==> config.mk <==
export PLATFORM = sky130hd
export DESIGN_NAME = sprite_shifter
export DESIGN_NICKNAME = d
export VERILOG_FILES = /design/src/rtl/ppu_pkg.sv /design/src/rtl/sprite_shifter_slot.sv /design/src/rtl/sprite_shifter.sv
export SDC_FILE = /design/constraint.sdc
export NUM_CORES = 1
export LEC_CHECK = 0
export ABC_AREA = 1
export BUFFER_PORTS_ARGS = -buffer_cell sky130_fd_sc_hd__buf_2
export CORE_MARGIN = 5
export CORE_UTILIZATION = 45
export DETAILED_ROUTE_END_ITERATION = 12
export PLACE_DENSITY_LB_ADDON = 0.05
export SLEW_MARGIN = 20
export SYNTH_ARGS = -nofsm -noshare
export SYNTH_HDL_FRONTEND = slang
export SYNTH_SLANG_ARGS = --single-unit
==> constraint.sdc <==
create_clock -name clk -period 4.83 [get_ports clk]
set_input_delay 0.966 -clock clk [delete_from_list [all_inputs] [get_ports clk]]
set_output_delay 0.966 -clock clk [all_outputs]
set_load 0.03 [all_outputs]
==> src/rtl/ppu_pkg.sv <==
// Shared PPU sprite definitions: OAM attribute bit positions, slot state encoding
// and the shadow/live slot record.
package ppu_pkg;

    localparam int ATTR_PAL_LSB      = 0;
    localparam int ATTR_PRI          = 5;
    localparam int ATTR_HFLIP        = 6;
    localparam int NUM_SLOTS_DEFAULT = 8;

    typedef enum logic [1:0] {
        EMPTY = 2'd0,
        WAIT  = 2'd1,
        SHIFT = 2'd2,
        DONE  = 2'd3
    } slot_state_t;

    typedef struct packed {
        logic       valid;
        logic [7:0] pat0;
        logic [7:0] pat1;
        logic [7:0] attr;
        logic [7:0] x;
        logic       zero;
    } sprite_slot_t;

    function automatic logic [7:0] rev8(input logic [7:0] v);
        logic [7:0] r;
        for (int i = 0; i < 8; i++) begin
            r[i] = v[7-i];
        end
        return r;
    endfunction

endpackage

==> src/rtl/sprite_shifter_slot.sv <==
// One live sprite slot: X countdown, 8-pixel pattern shifter and its current pixel.
module sprite_slot
    import ppu_pkg::*;
(
    input  logic         clk,
    input  logic         rst,
    input  logic         i_start,
    input  logic         i_px_en,
    input  sprite_slot_t i_load,
    output logic [1:0]   o_px,
    output logic [1:0]   o_pal,
    output logic         o_pri,
    output logic         o_zero
);

    logic        r_valid;
    logic [7:0]  r_cnt;
    logic [3:0]  r_shifts;
    logic [7:0]  r_pat0;
    logic [7:0]  r_pat1;
    logic [7:0]  r_attr;
    logic        r_zero;
    slot_state_t w_state;

    // Slot state is derived from the counters rather than stored separately.
    always_comb begin
        if (!r_valid) begin
            w_state = EMPTY;
        end else if (r_cnt != 8'd0) begin
            w_state = WAIT;
        end else if (r_shifts < 4'd8) begin
            w_state = SHIFT;
        end else begin
            w_state = DONE;
        end
    end

    // Load at line start (wins over px_en), otherwise count down or shift.
    always_ff @(posedge clk) begin
        if (rst) begin
            r_valid  <= 1'b0;
            r_cnt    <= 8'd0;
            r_shifts <= 4'd0;
            r_pat0   <= 8'd0;
            r_pat1   <= 8'd0;
            r_attr   <= 8'd0;
            r_zero   <= 1'b0;
        end else if (i_start) begin
            r_valid  <= i_load.valid;
            r_cnt    <= i_load.x;
            r_shifts <= 4'd0;
            r_pat0   <= i_load.pat0;
            r_pat1   <= i_load.pat1;
            r_attr   <= i_load.attr;
            r_zero   <= i_load.zero;
        end else if (i_px_en) begin
            case (w_state)
                WAIT: begin
                    r_cnt <= r_cnt - 8'd1;
                end
                SHIFT: begin
                    r_pat0   <= {r_pat0[6:0], 1'b0};
                    r_pat1   <= {r_pat1[6:0], 1'b0};
                    r_shifts <= r_shifts + 4'd1;
                end
                default: begin
                    r_cnt <= r_cnt;
                end
            endcase
        end
    end

    // Pixel is visible only while shifting.
    always_comb begin
        if (w_state == SHIFT) begin
            o_px = {r_pat1[7], r_pat0[7]};
        end else begin
            o_px = 2'd0;
        end
    end

    assign o_pal  = r_attr[ATTR_PAL_LSB +: 2];
    assign o_pri  = r_attr[ATTR_PRI];
    assign o_zero = r_zero;

endmodule

==> src/rtl/sprite_shifter.sv <==
// Sprite pixel unit: shadow slot bank, live slots, priority mux, pixel X counter
// and sticky sprite-zero hit.
module sprite_shifter
    import ppu_pkg::*;
#(
    parameter int NUM_SLOTS = NUM_SLOTS_DEFAULT,
    parameter int SLOT_W    = (NUM_SLOTS > 1) ? $clog2(NUM_SLOTS) : 1
) (
    input  logic              clk,
    input  logic              rst,
    input  logic              ld,
    input  logic [SLOT_W-1:0] ld_slot,
    input  logic [7:0]        ld_pat0,
    input  logic [7:0]        ld_pat1,
    input  logic [7:0]        ld_attr,
    input  logic [7:0]        ld_x,
    input  logic              ld_zero,
    input  logic              clr_shadow,
    input  logic              start_line,
    input  logic              px_en,
    input  logic [1:0]        bg_px,
    input  logic              show_left,
    input  logic              clr_hit,
    output logic [1:0]        sp_px,
    output logic [1:0]        sp_pal,
    output logic              sp_pri,
    output logic              sp0_hit
);

    sprite_slot_t r_shadow [NUM_SLOTS];
    sprite_slot_t w_ld_entry;
    logic [7:0]   r_px_x;
    logic [1:0]   w_slot_px   [NUM_SLOTS];
    logic [1:0]   w_slot_pal  [NUM_SLOTS];
    logic         w_slot_pri  [NUM_SLOTS];
    logic         w_slot_zero [NUM_SLOTS];
    logic         w_found;
    logic [1:0]   w_win_px;
    logic [1:0]   w_win_pal;
    logic         w_win_pri;
    logic         w_zero_opaque;
    logic         w_clip;
    logic         w_hit;

    // Flipped sprites are stored pre-reversed so the shifter always shifts left.
    always_comb begin
        w_ld_entry.valid = 1'b1;
        w_ld_entry.attr  = ld_attr;
        w_ld_entry.x     = ld_x;
        w_ld_entry.zero  = ld_zero;
        if (ld_attr[ATTR_HFLIP]) begin
            w_ld_entry.pat0 = rev8(ld_pat0);
            w_ld_entry.pat1 = rev8(ld_pat1);
        end else begin
            w_ld_entry.pat0 = ld_pat0;
            w_ld_entry.pat1 = ld_pat1;
        end
    end

    // Shadow bank; out-of-range ld_slot matches no entry and is dropped.
    always_ff @(posedge clk) begin
        if (rst) begin
            for (int i = 0; i < NUM_SLOTS; i++) begin
                r_shadow[i] <= '0;
            end
        end else begin
            for (int i = 0; i < NUM_SLOTS; i++) begin
                if (ld && (32'(ld_slot) == i)) begin
                    r_shadow[i] <= w_ld_entry;
                end else if (clr_shadow) begin
                    r_shadow[i].valid <= 1'b0;
                end else begin
                    r_shadow[i] <= r_shadow[i];
                end
            end
        end
    end

    for (genvar g = 0; g < NUM_SLOTS; g++) begin : g_slot
        sprite_slot u_slot (
            .clk     (clk),
            .rst     (rst),
            .i_start (start_line),
            .i_px_en (px_en),
            .i_load  (r_shadow[g]),
            .o_px    (w_slot_px[g]),
            .o_pal   (w_slot_pal[g]),
            .o_pri   (w_slot_pri[g]),
            .o_zero  (w_slot_zero[g])
        );
    end

    // Lowest-index opaque slot wins; the zero slot is checked independently.
    always_comb begin
        w_found       = 1'b0;
        w_win_px      = 2'd0;
        w_win_pal     = 2'd0;
        w_win_pri     = 1'b0;
        w_zero_opaque = 1'b0;
        for (int i = 0; i < NUM_SLOTS; i++) begin
            if (!w_found && (w_slot_px[i] != 2'd0)) begin
                w_found   = 1'b1;
                w_win_px  = w_slot_px[i];
                w_win_pal = w_slot_pal[i];
                w_win_pri = w_slot_pri[i];
            end else begin
                w_found = w_found;
            end
            if (w_slot_zero[i] && (w_slot_px[i] != 2'd0)) begin
                w_zero_opaque = 1'b1;
            end else begin
                w_zero_opaque = w_zero_opaque;
            end
        end
    end

    assign w_clip = !show_left && (r_px_x < 8'd8);
    assign w_hit  = w_zero_opaque && (bg_px != 2'd0) && (r_px_x != 8'd255) && !w_clip;

    // Output stage with left-edge clipping.
    always_comb begin
        if (w_clip) begin
            sp_px  = 2'd0;
            sp_pal = 2'd0;
            sp_pri = 1'b0;
        end else begin
            sp_px  = w_win_px;
            sp_pal = w_win_pal;
            sp_pri = w_win_pri;
        end
    end

    // Pixel X counter, saturating at the last column.
    always_ff @(posedge clk) begin
        if (rst || start_line) begin
            r_px_x <= 8'd0;
        end else if (px_en && (r_px_x != 8'd255)) begin
            r_px_x <= r_px_x + 8'd1;
        end else begin
            r_px_x <= r_px_x;
        end
    end

    // Sticky hit flag; a hit beats clr_hit in the same cycle.
    always_ff @(posedge clk) begin
        if (rst) begin
            sp0_hit <= 1'b0;
        end else if (px_en && !start_line && w_hit) begin
            sp0_hit <= 1'b1;
        end else if (clr_hit) begin
            sp0_hit <= 1'b0;
        end else begin
            sp0_hit <= sp0_hit;
        end
    end

endmodule

# == Yosys cells after proc, flatten, opt, wreduce, memory -nomap -nowiden ==
# Memory sizes are Yosys's and may differ from the RTL's.
# Cells that the tools add are included.
# W data, S select, Z words.
# word_totals
in_bits,46
ramBits,272
n_memories,1
regBits,297
out_inout_bits,6
wordCells,500
# memory_table
name,depth,width,rd,rd_ports_with_merged_regs,write_ports,line_no,text
r_shadow,8,34,8,0,8,sprite_shifter.sv:30,sprite_slot_t r_shadow [NUM_SLOTS];
# op_classes
bitwise,32
magnitude_cmp,9
addsub,17
eq_ne,24
n_mux,257
reduce_logical,102
# ops
cell,count
$mux W8,72
$mux W34,8
$mux W33,8
$mux W1,126
$mux W2,42
$reduce_bool A8 Y1,8
$sub A8 B1 Y8 const B,8
$reduce_bool A2 Y1,27
$reduce_and A2 Y1,24
$add A4 B1 Y4 const B,8
$lt A4 B4 Y1 const B,8
$or A1 B1 Y1,32
$logic_and A1 B1 Y1,30
$eq A2 B1 Y1 const B,8
$eq A2 B2 Y1 const B,8
$mux W16,1
$eq A3 B3 Y1 const B,4
$logic_not A1 Y1,10
$add A8 B1 Y8 const B,1
$lt A8 B4 Y1 const B,1
$ne A8 B8 Y1 const B,1
$eq A3 B2 Y1 const B,2
$eq A3 B1 Y1 const B,1
$logic_not A3 Y1,1
other kinds (2),2

# == Logic depth before layout (Yosys ltp) ==
# depth
word_depth,30
depth_mapped,20

# == By module ==
# A second synthesis with hierarchy kept.
# hier_totals
cells_unflattened,2976
area_unflattened_um2,25450.7
# by_module_without_submodules
mod,area_each_um2,cells_per_inst,instances
sprite_shifter,10734.0,834,1
sprite_slot (g_slot[0].u_slot ...),1851.8,274,5
sprite_slot (g_slot[6].u_slot ...),1829.3,270,2
sprite_slot (g_slot[5].u_slot),1799.2,232,1

# == Worst setup path after synthesis ==
# Ideal clock, no wire load.
# synth_timing
kind,register -> output
start,reg g_slot[1].u_slot.r_cnt[0]
end,out sp_pal[1]
slack_ns,1.655
path_stages_with_launch,17
arrival_time_ns,2.209
path_cell_list,dfxtp_1 -> inv_1 -> ha_1 -> nand3_1 -> nor2_2 -> nand2_4 -> nor2_4 -> nor2_2 -> nand2_1 -> or2_1 -> buf_6 -> nand2_1 -> a21oi_1 -> or2_0 -> nand3_1 -> nand2_1 -> a21oi_1
# synth_via
elab_chain_len,27
word_cells_on_any_way,33
# synth_rtl
element,line_no,text
start: declaration,sprite_shifter_slot.sv:17,logic [7:0] r_cnt;
start signal: assignment,sprite_shifter_slot.sv:50,r_cnt <= i_load.x;
start signal: assignment,sprite_shifter_slot.sv:59,r_cnt <= r_cnt - 8'd1;
start signal: assignment,sprite_shifter_slot.sv:67,r_cnt <= r_cnt;
$reduce_bool A8 Y1 (*),sprite_shifter_slot.sv:29,end else if (r_cnt != 8'd0) begin
$mux W2 (*),sprite_shifter_slot.sv:29,
$mux W2 (*),sprite_shifter_slot.sv:27,if (!r_valid) begin
$eq A2 B2 Y1 (*),sprite_shifter_slot.sv:75,if (w_state == SHIFT) begin
$mux W2 (*),sprite_shifter_slot.sv:75,
$reduce_bool A2 Y1 (*),sprite_shifter.sv:101,if (!w_found && (w_slot_px[i] != 2'd0)) begin
$logic_and A1 B1 Y1 (*),sprite_shifter.sv:101,
$mux W1,sprite_shifter.sv:101,
(+11 left out),-,
$mux W1,sprite_shifter.sv:101,
$logic_not A1 Y1,sprite_shifter.sv:101,
$logic_and A1 B1 Y1,sprite_shifter.sv:101,
$mux W1,sprite_shifter.sv:101,
$logic_not A1 Y1,sprite_shifter.sv:101,
$logic_and A1 B1 Y1,sprite_shifter.sv:101,
$mux W2 (*),sprite_shifter.sv:101,
$mux W2 (*),sprite_shifter.sv:122,if (w_clip) begin
end: declaration,sprite_shifter.sv:25,"output logic [1:0] sp_pal,"
# Mark *: on every way between the ends. The rest lies on a longest branch, timed or not.

# == Worst setup path after layout ==
# layout_timing
start,reg g_slot[5].u_slot.r_cnt[0]
end,out sp_px[1]
# layout_via
elab_chain_len,15
word_cells_on_any_way,17
# layout_rtl
element,line_no,text
start: declaration,sprite_shifter_slot.sv:17,
start signal: assignment,sprite_shifter_slot.sv:50,
start signal: assignment,sprite_shifter_slot.sv:59,
start signal: assignment,sprite_shifter_slot.sv:67,
$reduce_bool A8 Y1 (*),sprite_shifter_slot.sv:29,
$mux W2 (*),sprite_shifter_slot.sv:29,
$mux W2 (*),sprite_shifter_slot.sv:27,
$eq A2 B2 Y1 (*),sprite_shifter_slot.sv:75,
$mux W2 (*),sprite_shifter_slot.sv:75,
$reduce_bool A2 Y1,sprite_shifter.sv:101,
$logic_and A1 B1 Y1,sprite_shifter.sv:101,
$mux W1,sprite_shifter.sv:101,
$logic_not A1 Y1,sprite_shifter.sv:101,
$logic_and A1 B1 Y1,sprite_shifter.sv:101,
$mux W1,sprite_shifter.sv:101,
$logic_not A1 Y1,sprite_shifter.sv:101,
$logic_and A1 B1 Y1,sprite_shifter.sv:101,
$mux W2 (*),sprite_shifter.sv:101,
$mux W2 (*),sprite_shifter.sv:122,
end: declaration,sprite_shifter.sv:24,"output logic [1:0] sp_px,"
# Marked as above.

==> flow_summary_export.csv <==
group,metric,value,unit
synthesis,synth-async-reset-ratio,0,%
finish,fillers,4397,
cts,cts_hold_buf,0,
synthesis,synth-edff-count,232,
sta,final-setup-viol-count,0,
cts,root_buffer,"clkbuf_16",
drt,postRouteAntennaNets,0,
synthesis,synth-main-ff-cell,"dfxtp_1",
sta,fin_tns_setup,0,ns
finish,nets,2431,
setup_path,crit_arrival,3.28,ns
sta,worst_pin_slew,1.081,ns
place,place_ws,1.260,ns
global_route,antenna_found_initial,0,
synthesis,synthesis.nets,2402,
hold_path,hp-class,"register to register",
cts,cts_tree,"done",
sta,relSlewSlack,27.92,%
power,finalPower,10.08,mW
drt,vias,16080,
finish,instances_no_fill,3016,
run_status,status,"finished clean",
setup_path,worstPathMaxFanout,5,
sta,holdWs,0.4545,ns
synthesis,yosys.area_share.simple,19.74,%
synthesis,avgSynthCellArea,8.987,sq um
drt,dr_wl_met3,2.441,mm
finish,antenna_cells,0,
floorplanning,die_w,225.9,microns
synthesis,yosys_warnings,0,
run,timing.max_cap.violations,0,
cts,ctsResizeCount,0,
place,placed_area,0.02186,sq mm
drt,first_pass_iters,7,
power,p_per_area,425.0,mW/mm^2
setup_path,end_kind,"output port",
drt,drt-vias-per-instance,5.330,
sta,hold_viol,0,
cts,cts_buffer_depth,3,
finish,area_growth,13.06,%
power,peakVddDrop,0.2848,mV
cts,clkTransAtPathRegs,0.06,ns
drt,drtIter0Drc,1083,
sta,min_period,4.241,ns
floorplanning,core,0.04636,sq mm
floorplanning,die-area,0.05101,sq mm
synthesis,synth_top_area_cell,"edfxtp_1",
synthesis,yosys.area_share.adder,1.373,%
finish,multi_input_area,0.007387,sq mm
drt,highest_layer,"met4",
cts,clkSinkCount,505,
finish,ff_latch_area,0.01243,sq mm
sta,period_share,87.81,%
synthesis,synth_top_area_share,33.23,%
finish,post-route-util,51.13,%
global_route,grt_use_total,21.60,%
global_route,grt_start_max_net_pins,93,
place,dp_hpwl,34.28,mm
finish,layout-drive-gt1-share,9.049,%
synthesis,synth_area_leaders,"edfxtp_1, dfxtp_1, nand2_1, nor2_1, a21oi_1",
setup_path,critPathLaunchType,"register",
synthesis,seq_area_frac_synth,59.29,%
synthesis,synth_xor_area_share,0.7937,%
drt,routedWlPerCell,18.39,microns
place,place.gp.congestion,0.8452,
floorplanning,num_io_pins,52,
cts,htree_num_levels,2,
drt,remaining_drc_errors,0,
synthesis,synth_top_family_by_area,"simple AND/OR/NAND/NOR gates",
floorplanning,die_y,225.9,microns
floorplanning,row_count,79,
synthesis,yosysMostFrequentCell,"nand2_1",
place,dp_cells,2912,
drt,wl,55.46,mm
synthesis,synthCells,2333,
sta,rsz0062_at_grt,"no",
sta,slew_violations,0,
power,p_leak,9.201,nW
drt,route.met2.wl,26.33,mm
drt,wl_met1,25.46,mm
synthesis,ys_top_cells_by_count,"nand2_1, nor2_1, dfxtp_1, edfxtp_1, inv_1",
setup_path,cp.required,3.86,ns
setup_path,critPathKind,"register to output port",
sta,fmax,0.2358,GHz
synthesis,synthMuxAreaShare,0,%
sta,finalWorstSetupSlack,0.5888,ns
cts,cts_buffers,55,
sta,fin_skew,0.02463,ns
synthesis,synth_area,0.02097,sq mm
global_route,grt_pass1_vias,15250,
finish,design_area,0.02370,sq mm
place,port_buffers,47,
cts,clkLatencyLatePin,0.61,ns
cts,post_cts.repair.setup_buffers,0,
global_route,grt_overflow,0,
synthesis,ys_seq_elements,505,
global_route,grt_pass1_wl,86.33,mm
floorplanning,start_util,45.23,%
synthesis,synth_compound_area_share,13.19,%
synthesis,yosys.cell_types.count,46,
layout by cell type (no fill, tap or decap), types with 3 or more instances in the layout:
| master | n |
|---|---|
| a31oi_1 | 69 |
| o211ai_1 | 21 |
| edfxtp_1 | 232 |
| clkinv_1 | 8 |
| nand2_2 | 5 |
| bufinv_16 | 3 |
| inv_1 | 187 |
| xnor2_1 | 4 |
| dfxtp_1 | 273 |
| nor3_1 | 28 |
| or2_2 | 6 |
| inv_2 | 6 |
| o221ai_1 | 17 |
| a211oi_1 | 5 |
| a21oi_1 | 157 |
| xor2_1 | 15 |
| nand3_1 | 84 |
| a22oi_1 | 35 |
| nor2_4 | 5 |
| o21ai_1 | 11 |
| nand2_1 | 421 |
| clkbuf_16 | 56 |
| nor2_1 | 407 |
| a311oi_1 | 15 |
| buf_4 | 32 |
| clkbuf_1 | 14 |
| ha_1 | 23 |
| clkbuf_8 | 12 |
| o21ai_2 | 4 |
| nand3b_1 | 5 |
| nor2_2 | 15 |
| o21ai_0 | 126 |
| clkinv_2 | 14 |
| nand4_1 | 12 |
| nor4_1 | 6 |
| a41oi_1 | 6 |
| buf_2 | 45 |
where the power goes:
part | total, mW | internal, mW | leakage [nW] | switching, mW
clock network | 4.21 | 2.48 | 0.911 | 1.72
logic | 0.921 | 0.279 | 3.78 | 0.642
registers | 4.95 | 4.81 | 4.51 | 0.136
total | 10.1 | 7.57 | 9.20 | 2.50
registers in the layout, indices dropped and copies added, names as in the netlist, 24 cells and up:
name and flops:
g_slot.u_slot.r_pat1 64, g_slot.u_slot.r_shifts 32, g_slot.u_slot.r_pat0 64, r_shadow 232, g_slot.u_slot.r_attr 24, g_slot.u_slot.r_cnt 64
kinds of logic after synthesis:
logic type      Yosys count
simple gates           1005
compound gates          472
fa+ha+maj                23
flops                   505
xor+xnor                 19
buf+inv                 309
final timing paths:
kind / slack (ns) / cells past startpoint / from / end
worst max register to register: 2.13 / 10 / g_slot[6].u_slot.r_cnt[0] / g_slot[6].u_slot.r_pat1[4]
worst min register to register: 0.45 / 2 / g_slot[2].u_slot.o_zero / g_slot[2].u_slot.o_zero
worst max-delay path: 0.59 / 21 / g_slot[5].u_slot.r_cnt[0] / sp_px[1]
worst min-delay path: 0.45 / 2 / g_slot[2].u_slot.o_zero / g_slot[2].u_slot.o_zero
cell type report:
cell class                 count  area share (%)
sequential                   505           52.45
clock inverter                22          0.9290
tap                          607           3.204
clock buffer                  82           6.830
multi-input combinational   1519           31.16
inverter                     200           3.199
timing repair buffer          81           2.227
critical path, stage by stage (launching register included):
cell     delay, ns
dfxtp_1       0.30
inv_1         0.13
ha_1          0.18
inv_1         0.04
nor2_1        0.13
nand3_1       0.23
nor2_2        0.38
nand2_1       0.10
nand2_1       0.07
nand2_1       0.04
nand2_1       0.05
nand2_1       0.04
nand2_1       0.05
nand2_1       0.05
nand2_1       0.08
nand2_1       0.07
nand2_1       0.07
nand2_1       0.09
nand2_1       0.07
nand2_1       0.06
a21oi_1       0.21
buf_2         0.24
layer usage:
layer	vias to the layer above	global-route usage, %
met1	7707	29.83
met3	77	2.795
met4	0	5.681
met2	336	36.24
met5	-	0
li1	7956	-
No activity file was read; power rests on OpenSTA's default activity.
